### src/rtl/bp_window_shifter.sv
// bp_window_shifter: parametrised base-pair window register.
// A DEPTH-deep window of BP_W-bit base pairs, shifted serially through a
// valid/ready handshake. It also supports parallel load, synchronous flush
// and fill tracking, and it registers every bp that falls off the window.
//
// Ports:
//   clk         system clock; all state updates on posedge
//   reset       asynchronous, active-low reset
//   in_bp       serial base-pair input
//   in_valid    in_bp is valid this cycle
//   in_ready    block accepts in_bp this cycle (combinational)
//   en          shift enable
//   dir         1: left shift, new bp at LSB (R path); 0: right shift, new bp at MSB (Q path)
//   load        parallel load request
//   load_data   parallel window value
//   flush       synchronous clear of window and fill
//   out         current window (registered)
//   fill        number of valid bps in window, saturating at DEPTH
//   full        fill == DEPTH (registered)
//   evict_bp    bp shifted out by the last accepted shift (registered)
//   evict_valid single-cycle pulse; evict_bp holds real data
module bp_window_shifter #(
  parameter int BP_W  = 3,
  parameter int DEPTH = 4,
  parameter int CNT_W = 3
) (
  input  logic                    clk,
  input  logic                    reset,
  input  logic [BP_W-1:0]         in_bp,
  input  logic                    in_valid,
  output logic                    in_ready,
  input  logic                    en,
  input  logic                    dir,
  input  logic                    load,
  input  logic [BP_W*DEPTH-1:0]   load_data,
  input  logic                    flush,
  output logic [BP_W*DEPTH-1:0]   out,
  output logic [CNT_W-1:0]        fill,
  output logic                    full,
  output logic [BP_W-1:0]         evict_bp,
  output logic                    evict_valid
);

  localparam int               WIN_W   = BP_W * DEPTH;
  localparam logic [CNT_W-1:0] DEPTH_C = CNT_W'(DEPTH);

  logic [WIN_W-1:0] out_q, out_d;
  logic [CNT_W-1:0] fill_q, fill_d;
  logic             full_q, full_d;
  logic [BP_W-1:0]  evict_bp_q, evict_bp_d;
  logic             evict_valid_q, evict_valid_d;
  logic             accept;

  assign in_ready = en & ~load & ~flush;
  assign accept   = in_valid & in_ready;

  always_comb begin
    out_d         = out_q;
    fill_d        = fill_q;
    full_d        = full_q;
    evict_bp_d    = evict_bp_q;
    evict_valid_d = 1'b0;

    if (flush) begin
      out_d  = '0;
      fill_d = '0;
      full_d = 1'b0;
    end else if (load) begin
      out_d  = load_data;
      fill_d = DEPTH_C;
      full_d = 1'b1;
    end else if (accept) begin
      if (dir) begin
        out_d      = {out_q[WIN_W-BP_W-1:0], in_bp};
        evict_bp_d = out_q[WIN_W-1 -: BP_W];
      end else begin
        out_d      = {in_bp, out_q[WIN_W-1:BP_W]};
        evict_bp_d = out_q[BP_W-1:0];
      end
      fill_d        = (fill_q == DEPTH_C) ? DEPTH_C : fill_q + 1'b1;
      full_d        = (fill_d == DEPTH_C);
      // Only a full window pushes out real data; otherwise the bp leaving is a reset zero.
      evict_valid_d = full_q;
    end
  end

  always_ff @(posedge clk or negedge reset) begin
    if (!reset) begin
      out_q         <= '0;
      fill_q        <= '0;
      full_q        <= 1'b0;
      evict_bp_q    <= '0;
      evict_valid_q <= 1'b0;
    end else begin
      out_q         <= out_d;
      fill_q        <= fill_d;
      full_q        <= full_d;
      evict_bp_q    <= evict_bp_d;
      evict_valid_q <= evict_valid_d;
    end
  end

  assign out         = out_q;
  assign fill        = fill_q;
  assign full        = full_q;
  assign evict_bp    = evict_bp_q;
  assign evict_valid = evict_valid_q;

endmodule

### config.mk
export PLATFORM = sky130hd
export DESIGN_NAME = bp_window_shifter
export DESIGN_NICKNAME = d
export VERILOG_FILES = /design/src/rtl/bp_window_shifter.sv
export SDC_FILE = /design/constraint.sdc
export NUM_CORES = 1
export LEC_CHECK = 0
export CAP_MARGIN = 20
export CELL_PAD_IN_SITES_DETAIL_PLACEMENT = 2
export CELL_PAD_IN_SITES_GLOBAL_PLACEMENT = 2
export CORE_ASPECT_RATIO = 1.5
export CORE_MARGIN = 2
export CORE_UTILIZATION = 23
export DETAILED_ROUTE_END_ITERATION = 10
export HOLD_SLACK_MARGIN = 0.08
export PLACE_DENSITY_LB_ADDON = 0.1
export REMOVE_ABC_BUFFERS = 1
export SLEW_MARGIN = 5
export SYNTH_ARGS = -nofsm -noshare
export SYNTH_HDL_FRONTEND = slang
export SYNTH_SLANG_ARGS = --single-unit
### constraint.sdc
create_clock -name clk -period 1.24 [get_ports clk]
set_input_delay 0.186 -clock clk [delete_from_list [all_inputs] [get_ports clk]]
set_output_delay 0.186 -clock clk [all_outputs]
set_load 0.03 [all_outputs]
==> metrics.cfg, run 1 <==
[placement]
dp_slack_ps = -494.8
gp_congestion = 0.7421
place_area_mm2 = 0.001607
dp_hpwl_um = 2597
port_buffers = 42
dp.cells = 215

[min_path]
hp-class = input port to asynchronous set/reset pin

[synthesis]
synth_area_mm2 = 0.001121
synth.distinct_cells = 25
ys_seq_area_share_pct = 44.64
yosys.area.top_type = dfrtp_1
synth_common_cells = dfrtp_1 (20), mux2i_1 (16), a22o_1 (14), nand2_1 (12), o21ai_0 (11)
synth_top_area_share_pct = 44.64
synth-edff-count = 0
synthCells = 105
yosys_register_bits = 20
synthArstFlopShare_pct = 100.0
synthTopCellsByArea = dfrtp_1 (45%), mux2i_1 (14%), a22o_1 (11%), o21ai_0 (4.9%), nand2_1 (4.0%)
yosys_warnings = 0
ys.flop_type = dfrtp_1
yosysMostFrequentCell = dfrtp_1
post_synth.cell_area_avg_um2 = 10.68

[critical_path]
crit_start = fill[0]
path_class = flip-flop to flip-flop
reg2reg_from = fill[0]
worstPathRequired_ps = 1440
rrSetupSlack_ps = -140
setup.worst_path.end_class = flip-flop
r2r_cells = 5
cp-start-kind = flip-flop
critPathMaxFanout = 3
r2r-end = full
critPathCapture = full
critPathArrivalTime_ps = 1580

[global_routing]
grt_pass1_vias = 1153
grt_max_degree = 21
antenna_found_initial = 0
gr-total-overflow = 0
track_usage_pct = 13.97
grt_pass1_wl_um = 5637

[final_layout]
final-seq-area_um2 = 500.5
postLayoutCoreUtil_pct = 37.19
instances_no_fill = 224
nFillCells = 538
nets = 183
fin_area_mm2 = 0.001774
drive_above_1_share_pct = 30.38
multi_input_area_um2 = 588.1
antennaDiodeCount = 0
area_growth_syn_to_layout_pct = 58.26

[detailed_routing]
vias = 1045
avgRoutedWirePerCell_um = 15.71
wirelength_um = 3520
firstDrtPassIters = 4
routed_via_density = 4.665
drc_errors = 0
drt_iter0_markers = 21
postRouteAntennaNets = 0

[power]
p_per_area_mw_per_mm2 = 1080
max-vdd-ir-drop_mv = 0.4094
leakagePower_uw = 0.0008333

[floorplan]
coreArea_mm2 = 0.004771
dieArea_mm2 = 0.005460
fp.dieH_um = 89.51
dieWidth_um = 61.01
ios = 43
rows = 31
start_util_pct = 23.50

[sta]
hold_viol = 0
setup_viol = 15
fin_crit_sh_pct = 111.3
finClkSkew_ps = 2.467
setup_ws_ps = -140.6
slew_violations = 0
fin_crit_ps = 1381
relSlewSlack_pct = 66.53
worstMarginPinSlew_ps = 501.5
tns_ps = -622.4
max_freq_ghz = 0.7243
grt_setup_unrepaired = yes

[status]
outcome = complete, but fails checks
violations = setup timing

[clocking]
clkSlewWorstSetupHoldPaths_ps = 80
clock_path_buffers = 2
htreeDepth = 1
clock_latency_ps = 260
cts_buffers = 3
cts_tree = built
ctsHoldBuffers = 0
cts.sinks = 20
root_buffer = clkbuf_8

[job]
cap_violations = 0

[critical path, cell delays in order (launching register included)]
cell	delay, ps
dfrtp_1	410
inv_1	70
ha_2	180
and4bb_2	240
nor4_4	250
a22o_1	170
[worst min-delay path by stage]
stage                              to  slack [ps]  cells after the start
after floorplan           evict_bp[0]        -110                      0
after global placement    evict_bp[1]         520                      2
after detailed placement         full         530                      1
after CTS                      out[1]         270                      2
after global routing      evict_valid         300                      2
final                     evict_valid         270                      2
[power breakdown]
group | internal, µW | leakage, µW | switching [µW]
clock | 431 | 0.0000357 | 235
sequential | 702 | 0.000265 | 53.5
combinational | 230 | 0.000533 | 265
total | 1360 | 0.000833 | 553
[cell usage in the layout (no fill, tap or decap)]
cell	netlist	final
and4bb_2	1	2
nor4_4	0	1
o21ai_0	11	11
a21oi_2	1	1
a22o_1	14	14
ha_2	0	1
buf_4	5	27
inv_1	2	2
nor3_2	0	1
buf_6	1	5
mux2i_1	16	16
ha_1	2	1
a21oi_1	4	3
nor2_1	3	3
nand2_1	12	12
buf_12	0	2
a21o_1	1	1
nor2_2	1	1
dlygate4sd2_1	0	4
nor3_1	2	1
bufinv_16	0	1
clkdlybuf4s15_1	0	1
clkdlybuf4s50_1	0	18
and2_1	1	1
clkbuf_8	0	3
nor3b_2	0	1
o21bai_1	1	1
dfrtp_1	20	20
a211oi_4	1	1
o21ai_1	1	1
a21oi_4	0	1
[routing by layer]
| metal | share of wire [%] | global-route usage, % | wire length [µm] | vias up |
|---|---|---|---|---|
| li1 | - | - | - | 486 |
| met1 | 39 | 16.00 | 1358 | 526 |
| met2 | 57 | 25.90 | 1997 | 28 |
| met3 | 3.2 | 1.737 | 114 | 5 |
| met4 | 1.4 | 4.743 | 49 | 0 |
| met5 | 0 | 0 | 0 | - |
[stage by stage]
stage,hold WS (ps),power (µW)
floorplan,-109.6,979.3
global placement,520.5,1244
detailed placement,526.0,1255
CTS,274.0,1946
global route,302.4,2016
finish,268.4,1917
[what timing repair did]
item                       CTS  global route
pin swaps                    5             0
cloned                       0             0
setup buffers                4             3
setup endpoints to repair   22            18
hold endpoints to repair     0             0
resized for setup           14             5
[kinds of logic after synthesis]
group	after synthesis	share of synthesized area, %
compound gates	34	21.99
simple gates	23	11.05
flops	20	44.64
mux	16	14.29
buf+inv	10	5.803
fa+ha+maj	2	2.232
[layout make-up]
type / count / share of cell area, %
timing repair buffer: 57 / 29.55
clock buffer: 3 / 2.327
multi-input combinational: 75 / 33.15
inverter: 2 / 0.4231
tap: 66 / 4.654
sequential: 20 / 28.21
clock inverter: 1 / 1.693
[registers in the layout, indices dropped and copies added (netlist names)]
name         cells
evict_valid      1
out             12
full             1
fill             3
evict_bp         3
Power figures use the tool's default switching activity.
==> run 2, diff against run 1 <==
--- a/config.mk
+++ b/config.mk
@@ -9,7 +9,7 @@
 export CELL_PAD_IN_SITES_DETAIL_PLACEMENT = 2
 export CELL_PAD_IN_SITES_GLOBAL_PLACEMENT = 2
 export CORE_ASPECT_RATIO = 1.5
-export CORE_MARGIN = 2
+export CORE_MARGIN = 10
 export CORE_UTILIZATION = 23
 export DETAILED_ROUTE_END_ITERATION = 10
 export HOLD_SLACK_MARGIN = 0.08
==> run 2 against run 1 <==
  * The flow still finishes with violations (setup timing)
  * Via count down 1.8%
  * Count of clock-buffer cells in the layout up 1
  * Maximum frequency up 7.1%
  * Die area up 49%
==> metrics.cfg, run 2 (same netlist as run 1, synthesis figures left out) <==
[final_layout]
drive_above_1_share_pct = 31.25  ; was 30.38%
antennaDiodeCount = 0  ; unchanged
multi_input_area_um2 = 581.8  ; was 588.1 µm²
nets = 185  ; was 183
postLayoutCoreUtil_pct = 37.11  ; was 37.19%
final-seq-area_um2 = 500.5  ; unchanged
layout_commonest_cell = buf_4  ; unchanged
nFillCells = 548  ; was 538
largest_reg_flops = 12  ; unchanged
mostFrequentLayoutCells = buf_4 (32), dfrtp_1 (20), mux2i_1 (16), clkdlybuf4s50_1 (16), a22o_1 (14)  ; was buf_4 (27), dfrtp_1 (20), clkdlybuf4s50_1 (18), mux2i_1 (16), a22o_1 (14)
area_growth_syn_to_layout_pct = 57.92  ; was 58.26%

[critical_path]
worstPathRequired_ps = 1440  ; about the same
critPathCapture = full  ; unchanged
crit_start = fill[0]  ; unchanged
r2r-end = full  ; unchanged
r2r_cells = 4  ; was 5
rrSetupSlack_ps = -50  ; was -140 ps
setup.worst_path.end_class = flip-flop  ; unchanged
reg2reg_from = fill[0]  ; unchanged
path_class = flip-flop to flip-flop  ; unchanged
cp-start-kind = flip-flop  ; unchanged
critPathMaxFanout = 3  ; unchanged
critPathArrivalTime_ps = 1490  ; was 1580 ps

[floorplan]
dieArea_mm2 = 0.008124  ; was 0.005460 mm²
rows = 31  ; unchanged
start_util_pct = 23.50  ; unchanged
coreArea_mm2 = 0.004771  ; unchanged
dieWidth_um = 77.01  ; was 61.01 µm
ios = 43  ; unchanged
fp.dieH_um = 105.5  ; was 89.51 µm

[global_routing]
gr-total-overflow = 0  ; unchanged
antenna_found_initial = 0  ; unchanged
grt_max_degree = 21  ; unchanged
grt_pass1_vias = 1193  ; was 1,153
grt_pass1_wl_um = 6320  ; was 5637 µm
track_usage_pct = 9.489  ; was 13.97%

[min_path]
hp-class = input port to asynchronous set/reset pin  ; unchanged

[sta]
setup_viol = 1  ; was 15
worstMarginPinSlew_ps = 308.6  ; was 501.5 ps
tns_ps = -49.54  ; was -622.4 ps
max_freq_ghz = 0.7755  ; was 0.7243 GHz
relSlewSlack_pct = 79.51  ; was 66.53%
grt_setup_unrepaired = yes  ; unchanged
fin_crit_sh_pct = 104.0  ; was 111.3%
fin_crit_ps = 1290  ; was 1381 ps
slew_violations = 0  ; unchanged
setup_ws_ps = -49.54  ; was -140.6 ps
finClkSkew_ps = 5.981  ; was 2.467 ps
hold_viol = 0  ; unchanged

[power]
max-vdd-ir-drop_mv = 0.4419  ; was 0.4094 mV
power_uw = 1760  ; was 1917 µW
p_per_area_mw_per_mm2 = 993.9  ; was 1080 mW/mm²
leakagePower_uw = 0.0008547  ; was 0.0008333 µW

[clocking]
clock_path_buffers = 2  ; unchanged
root_buffer = clkbuf_8  ; unchanged
htreeDepth = 1  ; unchanged
clock_latency_ps = 260  ; about the same
clkSlewWorstSetupHoldPaths_ps = 80  ; about the same
cts_buffers = 3  ; unchanged
cts.sinks = 20  ; unchanged
ctsHoldBuffers = 0  ; unchanged
cts_tree = built  ; unchanged

[detailed_routing]
routed_via_density = 4.540  ; was 4.665
firstDrtPassIters = 3  ; was 4
avgRoutedWirePerCell_um = 16.68  ; was 15.71 µm
drc_errors = 0  ; unchanged
vias = 1026  ; was 1,045
drt_iter0_markers = 33  ; was 21
wirelength_um = 3769  ; was 3520 µm
postRouteAntennaNets = 0  ; unchanged

[placement]
gp_congestion = 0.6743  ; was 0.7421
dp_hpwl_um = 2889  ; was 2597 µm
port_buffers = 42  ; unchanged

[status]
outcome = complete, but fails checks  ; unchanged
violations = setup timing  ; unchanged

[job]
cap_violations = 0  ; unchanged

==> run 2: cell count changes in the layout (fill, tap and decap cells not counted), sizes merged <==
cell | previous run | this run
buf | 34 | 36
bufbuf | 0 | 1
bufinv | 1 | 0
clkbuf | 3 | 4
clkdlybuf4s15 | 1 | 0
clkdlybuf4s50 | 18 | 16
dlygate4sd2 | 4 | 5
dlymetal6s2s | 0 | 1
==> run 2: area by class of cell <==
cell class	instances	share of cell area, %
Multi-Input combinational cell	75	32.86
Timing Repair Buffer	59	30.67
Sequential cell	20	28.27
Tap cell	66	4.664
Clock buffer	4	3.110
Inverter	2	0.4240
==> run 2: what timing repair did <==
action	CTS	global route
resized for setup	14	1
buffers inserted	4	0
cloned	1	0
endpoints found under the setup margin	22	5
pin swaps	3	1
==> run 2: how the worst min path moves through the flow <==
stage | end | depth (start not counted) | from | slack (ps)
after floorplan | evict_bp[0] | 0 | reset | -110
after CTS | out[4] | 2 | reset | 280
final | evict_bp[1] | 2 | reset | 270
after global routing | out[3] | 2 | reset | 300
after global placement | evict_bp[0] | 2 | evict_bp[0] | 510
after detailed placement | evict_valid | 1 | full | 520
==> run 2: where the power goes <==
group,switching (µW),internal (µW),total (µW),leakage (µW)
logic,269,240,509,0.000561
clock network,216,282,499,0.0000288
registers,49.6,703,752,0.000265
==> run 2: critical path: stages (launching register included) <==
cell and delay [ps]:
dfrtp_1 400, ha_1 240, and4bb_2 260, nor4_4 170
a22o_1 160
==> run 2: per-layer routing <==
| metal | vias to the layer above | share of wire (%) | track usage, % |
|---|---|---|---|
| met5 | - | 0 | 0 |
| met4 | 0 | 0.66 | 3.141 |
| met3 | 2 | 3.0 | 1.871 |
| met2 | 23 | 53 | 16.26 |
| met1 | 512 | 44 | 11.55 |
| li1 | 489 | - | - |
==> run 2: through the flow <==
step | instances | hold slack [ps] | instance area [µm²] | setup WS [ps]
2_1_floorplan | 97 | -109.6 | 1064 | -195.3
3_3_place_gp | 217 | 514.6 | 1619 | -430.6
3_5_place_dp | 217 | 516.0 | 1619 | -450.4
4_1_cts | 226 | 277.4 | 1768 | -59.10
5_1_grt | 226 | 301.3 | 1770 | -105.1
6_report | 226 | 274.9 | 1770 | -49.54
